`src/rtl/ps2_tx_seq_if.sv`:
```
// Wishbone slave bus bundle for the PS/2 transmit sequencer.
interface ps2_tx_seq_if;
  logic        wb_cyc;
  logic        wb_stb;
  logic        wb_we;
  logic [1:0]  wb_sel;
  logic [15:0] wb_adr;
  logic [15:0] wb_wdat;
  logic [15:0] wb_rdat;
  logic        wb_ack;

  modport master (
    output wb_cyc, wb_stb, wb_we, wb_sel, wb_adr, wb_wdat,
    input  wb_rdat, wb_ack
  );

  modport slave (
    input  wb_cyc, wb_stb, wb_we, wb_sel, wb_adr, wb_wdat,
    output wb_rdat, wb_ack
  );
endinterface

```
`src/rtl/ps2_tx_seq.sv`:
```
// PS/2 host-to-device byte transmitter with a Wishbone CSR/DATA register pair.
// Lines are open drain: an *_oe of 1 pulls the line low.
module ps2_tx_seq #(
  parameter int unsigned INHIBIT_CYC = 5000,
  parameter int unsigned TIMEOUT_CYC = 750000
) (
  input  logic        wb_clk_i,
  input  logic        wb_rst_i,
  ps2_tx_seq_if.slave wb,
  output logic        irq,
  input  logic        iack,
  input  logic        ps2_clk_i,
  input  logic        ps2_data_i,
  output logic        ps2_clk_oe,
  output logic        ps2_data_oe
);

  typedef enum logic [2:0] {
    StIdle, StInhibit, StStart, StData, StParity, StStop, StAck, StWaitHi
  } state_e;

  state_e      state_q, state_d;
  logic [7:0]  filt_q;
  logic        fclk_q, fclk_prev_q, fall;
  logic [7:0]  byte_q;
  logic [2:0]  bit_q, bit_d, nxt_bit;
  logic [31:0] inh_cnt_q, tmo_cnt_q;
  logic        ready_q, ready_prev_q, ie_q, tmo_q, nak_q, irq_q, ack_q;
  logic [15:0] rdat_q;
  logic        clk_oe_q, clk_oe_d, data_oe_q, data_oe_d;
  logic        bus_req, csr_wr, data_wr, accept;
  logic        inh_done, tmo_active, tmo_hit;
  logic        set_ready, set_nak, set_tmo;
  logic        unused_bus;

  assign bus_req = wb.wb_cyc & wb.wb_stb & ~ack_q;
  assign csr_wr  = bus_req & wb.wb_we & wb.wb_sel[0] & ~wb.wb_adr[1];
  assign data_wr = bus_req & wb.wb_we & wb.wb_sel[0] & wb.wb_adr[1];
  // READY is only ever set in IDLE, so it alone gates a new transfer.
  assign accept  = data_wr & ready_q;

  assign fall       = fclk_prev_q & ~fclk_q;
  assign nxt_bit    = bit_q + 3'd1;
  assign inh_done   = (inh_cnt_q == INHIBIT_CYC - 1);
  assign tmo_active = (state_q == StStart) || (state_q == StData) || (state_q == StParity) ||
                      (state_q == StStop) || (state_q == StAck);
  // Fires on the cycle whose edge would make the count equal TIMEOUT_CYC.
  assign tmo_hit    = tmo_active && (tmo_cnt_q == TIMEOUT_CYC - 1);

  assign unused_bus = ^{wb.wb_adr[15:2], wb.wb_adr[0], wb.wb_wdat[15:8], wb.wb_sel[1]};

  assign wb.wb_ack   = ack_q;
  assign wb.wb_rdat  = rdat_q;
  assign irq         = irq_q;
  assign ps2_clk_oe  = clk_oe_q;
  assign ps2_data_oe = data_oe_q;

  // State register
  always_ff @(posedge wb_clk_i) begin
    if (wb_rst_i) begin
      state_q <= StIdle;
    end else begin
      state_q <= state_d;
    end
  end

  // Next-state logic; a timeout overrides any fall seen in the same cycle
  always_comb begin
    state_d = state_q;
    unique case (state_q)
      StIdle:    if (accept) state_d = StInhibit;
      StInhibit: if (inh_done) state_d = StStart;
      StStart:   if (fall) state_d = StData;
      StData:    if (fall && bit_q == 3'd7) state_d = StParity;
      StParity:  if (fall) state_d = StStop;
      StStop:    if (fall) state_d = StAck;
      StAck:     if (fall) state_d = StWaitHi;
      StWaitHi:  if (fclk_q) state_d = StIdle;
      default:   state_d = StIdle;
    endcase
    if (tmo_hit) state_d = StIdle;
  end

  // Output logic: next line drive, bit index and status strobes
  always_comb begin
    clk_oe_d  = clk_oe_q;
    data_oe_d = data_oe_q;
    bit_d     = bit_q;
    set_ready = 1'b0;
    set_nak   = 1'b0;
    set_tmo   = 1'b0;
    unique case (state_q)
      StIdle: begin
        clk_oe_d  = accept;
        data_oe_d = 1'b0;
      end
      StInhibit: begin
        if (inh_done) begin
          clk_oe_d  = 1'b0;
          data_oe_d = 1'b1;
        end
      end
      StStart: begin
        if (fall) begin
          data_oe_d = ~byte_q[0];
          bit_d     = 3'd0;
        end
      end
      StData: begin
        if (fall) begin
          if (bit_q == 3'd7) begin
            // Odd parity bit is ~^byte; pulling low means driving its inverse.
            data_oe_d = ^byte_q;
          end else begin
            bit_d     = nxt_bit;
            data_oe_d = ~byte_q[nxt_bit];
          end
        end
      end
      StParity:  if (fall) data_oe_d = 1'b0;
      StStop:    ;
      StAck:     if (fall) set_nak = ps2_data_i;
      StWaitHi:  if (fclk_q) set_ready = 1'b1;
      default:   ;
    endcase
    if (tmo_hit) begin
      clk_oe_d  = 1'b0;
      data_oe_d = 1'b0;
      set_tmo   = 1'b1;
      set_ready = 1'b1;
      set_nak   = 1'b0;
    end
  end

  // Datapath: clock filter, counters, shifted byte and line drivers
  always_ff @(posedge wb_clk_i) begin
    if (wb_rst_i) begin
      filt_q      <= 8'hFF;
      fclk_q      <= 1'b1;
      fclk_prev_q <= 1'b1;
      byte_q      <= 8'h00;
      bit_q       <= 3'd0;
      inh_cnt_q   <= 32'd0;
      tmo_cnt_q   <= 32'd0;
      clk_oe_q    <= 1'b0;
      data_oe_q   <= 1'b0;
    end else begin
      filt_q      <= {filt_q[6:0], ps2_clk_i};
      fclk_prev_q <= fclk_q;
      if (filt_q == 8'hFF) begin
        fclk_q <= 1'b1;
      end else if (filt_q == 8'h00) begin
        fclk_q <= 1'b0;
      end
      if (accept) byte_q <= wb.wb_wdat[7:0];
      bit_q <= bit_d;
      if (accept) begin
        inh_cnt_q <= 32'd0;
      end else if (state_q == StInhibit) begin
        inh_cnt_q <= inh_cnt_q + 32'd1;
      end
      if (state_q == StInhibit && inh_done) begin
        tmo_cnt_q <= 32'd0;
      end else if (tmo_active) begin
        tmo_cnt_q <= tmo_cnt_q + 32'd1;
      end
      clk_oe_q  <= clk_oe_d;
      data_oe_q <= data_oe_d;
    end
  end

  // Bus side: status bits, interrupt, acknowledge and registered read data
  always_ff @(posedge wb_clk_i) begin
    if (wb_rst_i) begin
      ready_q      <= 1'b1;
      ready_prev_q <= 1'b1;
      ie_q         <= 1'b0;
      tmo_q        <= 1'b0;
      nak_q        <= 1'b0;
      irq_q        <= 1'b0;
      ack_q        <= 1'b0;
      rdat_q       <= 16'h0000;
    end else begin
      ready_prev_q <= ready_q;
      ack_q        <= bus_req;
      if (accept) begin
        ready_q <= 1'b0;
      end else if (set_ready) begin
        ready_q <= 1'b1;
      end
      if (csr_wr) ie_q <= wb.wb_wdat[6];
      if (accept) begin
        tmo_q <= 1'b0;
      end else if (set_tmo) begin
        tmo_q <= 1'b1;
      end else if (csr_wr && wb.wb_wdat[0]) begin
        tmo_q <= 1'b0;
      end
      if (accept) begin
        nak_q <= 1'b0;
      end else if (set_nak) begin
        nak_q <= 1'b1;
      end else if (csr_wr && wb.wb_wdat[0]) begin
        nak_q <= 1'b0;
      end
      // Arms on READY's rising edge so an acknowledged request stays quiet
      // until the next completion; iack wins over a simultaneous set.
      if (iack) begin
        irq_q <= 1'b0;
      end else if (ie_q && ready_q && !ready_prev_q && !irq_q) begin
        irq_q <= 1'b1;
      end
      if (bus_req) begin
        rdat_q <= wb.wb_adr[1] ? {8'h00, byte_q}
                               : {8'h00, ready_q, ie_q, 4'b0000, tmo_q, nak_q};
      end
    end
  end

endmodule

```
`src/flat_wrapper.sv`:
```
// flat-port wrapper written by rule: the top's interface ports become plain ports
module ps2_tx_seq_flat 
#(
  parameter int unsigned INHIBIT_CYC = 5000,
  parameter int unsigned TIMEOUT_CYC = 750000
)
  (wb_clk_i, wb_rst_i, irq, iack, ps2_clk_i, ps2_data_i, ps2_clk_oe, ps2_data_oe, wb_wb_cyc, wb_wb_stb, wb_wb_we, wb_wb_sel, wb_wb_adr, wb_wb_wdat, wb_wb_rdat, wb_wb_ack);
  ps2_tx_seq_if wb_i ();
  input  logic wb_clk_i;
  input  logic wb_rst_i;
  output logic irq;
  input  logic iack;
  input  logic ps2_clk_i;
  input  logic ps2_data_i;
  output logic ps2_clk_oe;
  output logic ps2_data_oe;
  input wire logic [$bits(wb_i.wb_cyc)-1:0] wb_wb_cyc;
  input wire logic [$bits(wb_i.wb_stb)-1:0] wb_wb_stb;
  input wire logic [$bits(wb_i.wb_we)-1:0] wb_wb_we;
  input wire logic [$bits(wb_i.wb_sel)-1:0] wb_wb_sel;
  input wire logic [$bits(wb_i.wb_adr)-1:0] wb_wb_adr;
  input wire logic [$bits(wb_i.wb_wdat)-1:0] wb_wb_wdat;
  output wire logic [$bits(wb_i.wb_rdat)-1:0] wb_wb_rdat;
  output wire logic [$bits(wb_i.wb_ack)-1:0] wb_wb_ack;
  assign wb_i.wb_cyc = wb_wb_cyc;
  assign wb_i.wb_stb = wb_wb_stb;
  assign wb_i.wb_we = wb_wb_we;
  assign wb_i.wb_sel = wb_wb_sel;
  assign wb_i.wb_adr = wb_wb_adr;
  assign wb_i.wb_wdat = wb_wb_wdat;
  assign wb_wb_rdat = wb_i.wb_rdat;
  assign wb_wb_ack = wb_i.wb_ack;
  ps2_tx_seq #(.INHIBIT_CYC(INHIBIT_CYC), .TIMEOUT_CYC(TIMEOUT_CYC)) u_core (.wb_clk_i(wb_clk_i), .wb_rst_i(wb_rst_i), .wb(wb_i), .irq(irq), .iack(iack), .ps2_clk_i(ps2_clk_i), .ps2_data_i(ps2_data_i), .ps2_clk_oe(ps2_clk_oe), .ps2_data_oe(ps2_data_oe));
endmodule
```
`config.mk`:
```
export PLATFORM = sky130hd
export DESIGN_NAME = ps2_tx_seq_flat
export DESIGN_NICKNAME = d
export VERILOG_FILES = /design/src/rtl/ps2_tx_seq_if.sv /design/src/rtl/ps2_tx_seq.sv /design/src/flat_wrapper.sv
export SDC_FILE = /design/constraint.sdc
export NUM_CORES = 1
export LEC_CHECK = 0
export CORE_MARGIN = 4
export CORE_UTILIZATION = 55
export DETAILED_ROUTE_END_ITERATION = 16
export HOLD_SLACK_MARGIN = 0.08
export PLACE_DENSITY = 0.79
export SYNTH_ARGS = -nofsm -noshare
export SYNTH_HDL_FRONTEND = slang
export SYNTH_SLANG_ARGS = --single-unit
```
`constraint.sdc`:
```
create_clock -name wb_clk_i -period 2.95 [get_ports wb_clk_i]
set_clock_uncertainty 0.15 [all_clocks]
set_input_delay 0.885 -clock wb_clk_i [delete_from_list [all_inputs] [get_ports wb_clk_i]]
set_output_delay 0.885 -clock wb_clk_i [all_outputs]
set_load 0.005 [all_outputs]
```
==> results of run 1 <==
-- metrics by stage --
step	power [mW]	instances	cell area [um2]
6_report	2.35	684	5300
3_3_place_gp	1.56	668	5130
4_1_cts	2.38	684	5300
5_1_grt	2.44	684	5300
3_5_place_dp	1.56	668	5130
2_1_floorplan	1.52	561	4820
-- metal layers --
| layer | up-vias | part of all wire |
|---|---|---|
| met5 | - | 0 |
| met4 | 0 | 0.011 |
| met3 | 12 | 0.036 |
| met2 | 61 | 0.49 |
| met1 | 1761 | 0.47 |
| li1 | 1933 | - |
-- cell usage in the layout, fill, tap and decap left out, drive strengths merged, types with 4 or more instances in the layout --
master,count
a211oi,6
a21oi,20
and3,19
and4,5
buf,6
clkbuf,9
clkdlybuf4s50,29
conb,8
dfxtp,105
ha,4
inv,11
mux2i,14
nand2,41
nand3,30
nand4,20
nor2,95
nor2b,5
nor3,13
nor4,11
o21ai,11
or2,13
or3,8
xnor2,30
xor2,32
-- worst max-delay path by stage --
stage / from / to / slack, ps / depth (start not counted)
6_report: wb_wb_stb / u_core.inh_cnt_q[16]$_SDFFE_PP0P_ / 450 / 6
2_1_floorplan: wb_wb_stb / u_core.inh_cnt_q[10]$_SDFFE_PP0P_ / 600 / 7
3_3_place_gp: wb_wb_stb / u_core.inh_cnt_q[18]$_SDFFE_PP0P_ / 110 / 6
5_1_grt: u_core.state_q[1]$_SDFFE_PP0P_ / u_core.tmo_cnt_q[13]$_SDFFE_PP0P_ / 240 / 6
4_1_cts: wb_wb_stb / u_core.inh_cnt_q[16]$_SDFFE_PP0P_ / 470 / 6
3_5_place_dp: wb_wb_stb / u_core.inh_cnt_q[5]$_SDFFE_PP0P_ / 60 / 6
-- layout make-up --
type | count | area share
clock inverters | 7 | 0.00944
well taps | 105 | 0.0248
repair buffers | 35 | 0.0632
multi-input cells | 416 | 0.478
clock buffers | 9 | 0.0234
inverters | 7 | 0.00496
flip-flops and latches | 105 | 0.396
-- cells by family after synthesis --
family,count (synthesis),share of synthesized area
AND/OR/NAND/NOR,275,0.295
flip-flops,105,0.438
XOR/XNOR,62,0.113
AO/OA/AOI/OAI,50,0.0629
buffers and inverters,40,0.0389
multiplexers,17,0.0410
adder cells (fa/ha/maj),4,0.0104
other,1,0.000782
-- synth_stat cells (all sizes together) (2+ instances only) --
| library cell | number |
|---|---|
| xor2 | 32 |
| a211oi | 6 |
| a2bb2oi | 2 |
| and4 | 5 |
| and3 | 19 |
| nand3 | 30 |
| nor2b | 5 |
| buf | 13 |
| a21oi | 20 |
| nand4 | 20 |
| o41ai | 2 |
| nor2 | 95 |
| dfxtp | 105 |
| and2 | 3 |
| a31oi | 2 |
| nor3 | 13 |
| mux4 | 2 |
| nor4b | 3 |
| xnor2 | 30 |
| ha | 4 |
| o21ai | 11 |
| inv | 7 |
| or2 | 13 |
| nor4bb | 2 |
| nand3b | 2 |
| mux2i | 14 |
| or3 | 8 |
| nor4 | 11 |
| a21o | 3 |
| nand2 | 41 |
| clkbuf | 20 |
-- registers in the layout (all words and copies together), names as in the netlist --
register             cells
u_core.state_q           3
u_core.wb.wb_ack         1
u_core.tmo_q             1
u_core.ready_q           1
u_core.ready_prev_q      1
u_core.nak_q             1
u_core.fclk_prev_q       1
u_core.byte_q            8
u_core.ps2_data_oe       1
u_core.inh_cnt_q        32
u_core.tmo_cnt_q        32
u_core.wb.wb_rdat        8
u_core.ie_q              1
u_core.fclk_q            1
u_core.irq               1
u_core.ps2_clk_oe        1
u_core.filt_q            8
u_core.bit_q             3
-- power by group --
part / switching, mW / internal (mW)
clock network: 0.502 / 0.315
logic: 0.0494 / 0.0489
registers: 0.00803 / 1.43
-- worst max-delay path: cells and delay by family --
kind / cells / cell delay [ps]
and+or+nand+nor: 5 / 1220
buffers and inverters: 1 / 470
==> results.md, run 1 <==
* First-pass GRT wire length at between 15000 and 20000 um
* Top cell type's share of synthesized area at 0.438
* Die Ht at slightly above 100 um
* Critical Path End Type: flip-flop
* Minimum clock period at 2500 ps
* Core area at approximately 8300 um2
* Largest net degree at the start of global routing at 35
* Mapped cell area at between 4000 and 5000 um2
* Post-synth ARST share at 0
* Synth warnings at 0
* Met2 Usage GRT at 0.326
* Initial Util at 0.575
* Final WS setup at approximately 450 ps
* CTS Root Cell: clkbuf_8
* Dpl ws at a little under 60 ps
* Final period util at 0.846
* Syn-to-layout area delta at 10.6%
* Worst setup SP type: input pin
* Gr busiest metal: met2
* Drt first pass iters at 4
* Ys flop type: dfxtp_1
* Final WL at 9370 um
* Leak Pwr at around 1.9 nW
* RSZ-0062 raised after global routing: no
* ANT nets after route at 0
* Critical Path Slowest Stage Cell: or2_2
* Endpoint, Worst Hold: u_core.wb.wb_rdat[2]$_SDFFE_PP0N_
* Post-route DRC at 0
* Area taken by multi-input logic gates at between 2000 and 3000 um2
* R2R depth at 6
* Top-Level Pins at 62
* Max FO, Critical Path at 34
* Slew Limit Headroom at 0.463
* Gpl congestion at about 0.82
* CTS resizes at 0
* Critical path, cell by cell: clkdlybuf4s50_1 -> and3b_1 -> and3_1 -> and3_1 -> or2_2 -> nor2_1
* Top cell type by total area after synthesis: dfxtp_1
* Slew Viols, Final at 0
* CTS Hold Bufs at 0
* # clock sinks at about 110
* Layout cell share with drive strength beyond 1 at 0.0760
* Worst Hold Launch: u_core.wb.wb_rdat[2]$_SDFFE_PP0N_
* Fin nets at just over 600
* CTS max path bufs at 2
* Gr ovfl total at 0
* Top post-synthesis cells by area: dfxtp_1 (44%), nor2_1 (7.4%), xor2_1 (5.8%)
* Fmax at between 400 and 500 MHz
* Worst EP arrival at around 2600 ps
* Synth Instances at around 550
* Syn_area_per_cell at slightly below 9 um2
* Hold Crit Depth at 2
* Synth cell types at 53
* DR vias at ~3800
* GRT Total Usage at 0.195
* Row cnt at 33
* Reg2reg start: u_core.state_q[1]$_SDFFE_PP0P_
* Final hold slack at between 300 and 400 ps
* WL/cell at between 10 and 15 um
* Vias per inst at roughly 5.5
* Fraction of the yosys area taken by sequential cells at 0.438
* Final Hold Viols at 0
* Crit-path max cell delay at 540 ps
* 1st-iter DRT viols at approximately 170
* Max-cap violations at 0
* Die area at slightly above 10000 um2
* Worst endpoint required time at 3040 ps
* Worst Max-Slew Pin Slew at roughly 800 ps
* Fin util at 0.636
* Diode count at 0
* PortBufs at 29
* CP Class: input pin to flip-flop
* Setup-failing EPs final at 0
* H-tree depth at 3
* Register bit total from synthesis at roughly 110
* Post-synth EDFFs at 0
* Setup TNS at 0 ps
* FF/Latch Area at 2100 um2
* Status: complete, no violations
* Worst-path clk slew at around 100 ps
* Most common cell on crit path: and3_1
* Met3 GRT Util at 0.0496
* Die Wd at about 100 um
* Postcts setup bufs at 0
* Worst-skew pair later-pin latency at 370 ps
* Flop-to-flop setup slack at ~530 ps
* Power Density at between 400 and 500 nW/um2
* Tightest Hold Check Type: flip-flop to flip-flop
* Post-DP HPWL at ~6600 um
* Met1 Use GR at 0.251
* Initial antenna violation count at 0
* TritonCTS buffer count at 9
* Fillers at just over 700
* Worst vdd ir at around 0.00037 V
* Reg-to-reg critical path endpoint: u_core.nak_q$_SDFFE_PP0P_
* CTS tree: done
* Vias in the first global route at about 3600
Power figures use the tool's default switching activity.
==> run 2: changes to the inputs <==
- CORE_UTILIZATION: 55 -> 50
- PLACE_DENSITY: 0.79 -> 0.76
- clock period: 2.95 -> 2.1 ns (I/O delays scaled with it)
==> run 2 against run 1 <==
Sequential power increased by 41%. Cell area increased by 7.6%. Die area increased by 9.2%. Global-route usage decreased by 1.4 points. Critical path depth unchanged. Count of clock-buffer cells in the layout increased by 2. Cell count increased by 7.6%. Highest routed layer unchanged.
==> results.md, run 2 (same netlist as run 1, synthesis figures left out) <==
* Max-cap violations at 0 (unchanged)
* CP Class: flip-flop to flip-flop
* Largest regs: u_core.inh_cnt_q: 32 flops, u_core.tmo_cnt_q: 32 flops
* Critical Path End Type: flip-flop
* TritonCTS buffer count at 9 (unchanged)
* ANT nets after route at 0 (unchanged)
* Flop-to-flop setup slack at 30 ps (-500 ps)
* Leak Pwr at 2.09 nW (+12%)
* Hold Crit Depth at 1 (-1)
* Diode count at 0 (unchanged)
* First-pass GRT wire length at 16900 um (+2.2%)
* Setup-failing EPs final at 0 (unchanged)
* 1st-iter DRT viols at 195 (+17%)
* RSZ-0062 raised after global routing: yes
* PortBufs at 29 (unchanged)
* Initial antenna violation count at 0 (unchanged)
* Initial Util at 0.517 (-0.0584)
* CTS max path bufs at 2 (unchanged)
* Slew Viols, Final at 0 (unchanged)
* Final hold slack at 306 ps (-7.82 ps)
* CTS Hold Bufs at 0 (unchanged)
* Worst setup SP type: flip-flop
* Most frequent cells in the layout: dfxtp_1 (100), nor2_1 (93), nand2_1 (40)
* DR vias at 3967 (+5.3%)
* R2R depth at 6 (unchanged)
* Most common cell after layout, fill and taps aside: dfxtp_1
* Die Wd at 106 um (+4.5%)
* Core area at 9280 um2 (+11%)
* Drt first pass iters at 4 (unchanged)
* DP Area at 5380 um2 (+5.0%)
* GRT Total Usage at 0.182 (-0.0139)
* Worst setup path startpoint: u_core.tmo_cnt_q[30]$_SDFFE_PP0P_
* WL/cell at 13.9 um (+1.4%)
* Dpl ws at -375 ps (-434 ps)
* Worst vdd ir at 0.000434 V (+19%)
* Layout cell share with drive strength beyond 1 at 0.138 (+0.0624)
* H-tree depth at 3 (unchanged)
* Fin nets at 649 (+4.7%)
* Design area at 5700 um2 (+7.6%)
* Final WS setup at 31.2 ps (-423 ps)
* Post-route DRC at 0 (unchanged)
* Critical path endpoint: u_core.state_q[2]$_SDFFE_PP0P_
* # clock sinks at 105 (unchanged)
* Largest net degree at the start of global routing at 35 (unchanged)
* Gr ovfl total at 0 (unchanged)
* Tightest Hold Check Type: flip-flop to flip-flop
* Final Hold Viols at 0 (unchanged)
* Vias per inst at 5.39 (-2.1%)
* Max FO, Critical Path at 5 (-85%)
* Gpl congestion at 0.844 (+2.6%)
* Post-DP HPWL at 6970 um (+5.2%)
* Worst-skew pair later-pin latency at 380 ps (about the same)
* Power Density at 596 nW/um2 (+35%)
* Die Ht at 106 um (+4.5%)
* Status: complete, no violations
* Vias in the first global route at 3767 (+3.5%)
* Reg2reg start: u_core.tmo_cnt_q[30]$_SDFFE_PP0P_
* Syn-to-layout area delta at 18.9%
* Fmax at 483 MHz
* Row cnt at 35 (+6.1%)
* Final WL at 10200 um (+9.2%)
* CTS Root Cell: clkbuf_8
* Worst-path clk slew at 90 ps (about the same)
* Reg-to-reg critical path endpoint: u_core.state_q[2]$_SDFFE_PP0P_
* Worst endpoint required time at 2220 ps (-820 ps)
* Minimum clock period at between 2000 and 2500 ps
* Top-Level Pins at 62 (unchanged)
* CTS tree: done
* Die area at 11200 um2 (+9.2%)
* Worst EP arrival at 2190 ps (-390 ps)
* Final period util at 0.985
run 2: cell count changes in the layout (fill, tap and decap cells not counted), sizes merged:
| cell | delta |
|---|---|
| buf | +27 |
| clkdlybuf4s50 | -1 |
| inv | -3 |
| bufinv | +1 |
| dlymetal6s2s | +1 |
| clkinv | -1 |
| clkbuf | +4 |
run 2: metrics by stage:
stage	util	total power, mW	instances	TNS (ps)
finish	0.614	3.40	736	0
global route	0.614	3.52	736	-374
global placement	0.580	2.21	717	-13710
CTS	0.603	3.43	732	0
floorplan	-	2.14	561	0
detailed placement	0.580	2.21	717	-16600
run 2: area by class of cell:
cell class                 count  area [um2]
inverter                       7        26.3
multi-input combinational    416        2620
sequential                   105        2110
clock inverter                 4        52.6
clock buffer                  11         131
fill                         834        3580
tap                          129         161
timing repair buffer          64         602
run 2: how the worst min path moves through the flow:
| stage | from | to |
|---|---|---|
| floorplan | u_core.filt_q[4]$_SDFF_PP1_ | u_core.filt_q[5]$_SDFF_PP1_ |
| global placement | u_core.filt_q[4]$_SDFF_PP1_ | u_core.filt_q[5]$_SDFF_PP1_ |
| detailed placement | u_core.filt_q[4]$_SDFF_PP1_ | u_core.filt_q[5]$_SDFF_PP1_ |
| CTS | u_core.filt_q[4]$_SDFF_PP1_ | u_core.filt_q[5]$_SDFF_PP1_ |
| global route | u_core.filt_q[4]$_SDFF_PP1_ | u_core.filt_q[5]$_SDFF_PP1_ |
| finish | u_core.filt_q[4]$_SDFF_PP1_ | u_core.filt_q[5]$_SDFF_PP1_ |
run 2: critical path, cell delays in order (launching register included):
cell	delay, ps
dfxtp_2	340
or4b_4	560
nor4_4	160
nand4_1	180
nor4_4	300
or2_4	220
nor3_1	50
run 2: what timing repair did:
action,4_1_cts,5_1_grt
setup buffers,0,2
endpoints found under the setup margin,8,68
pin swaps,5,1
endpoints found under the hold margin,0,0
resized for setup,6,14
cloned,0,2
run 2: metal layers:
metal / part of all wire / global-route usage / vias up / wire [um]
li1: - / - / 1987 / -
met1: 0.46 / 0.231 / 1897 / 4660
met2: 0.49 / 0.299 / 69 / 4990
met3: 0.041 / 0.0486 / 14 / 419
met4: 0.016 / 0.0620 / 0 / 161
met5: 0 / 0 / - / 0
run 2: where the power goes:
group / switching (mW) / internal (mW) / leakage, nW
combinational: 0.0774 / 0.0866 / 1.14
clock: 0.671 / 0.551 / 0.0938
sequential: 0.0101 / 2.00 / 0.850
total: 0.758 / 2.64 / 2.09
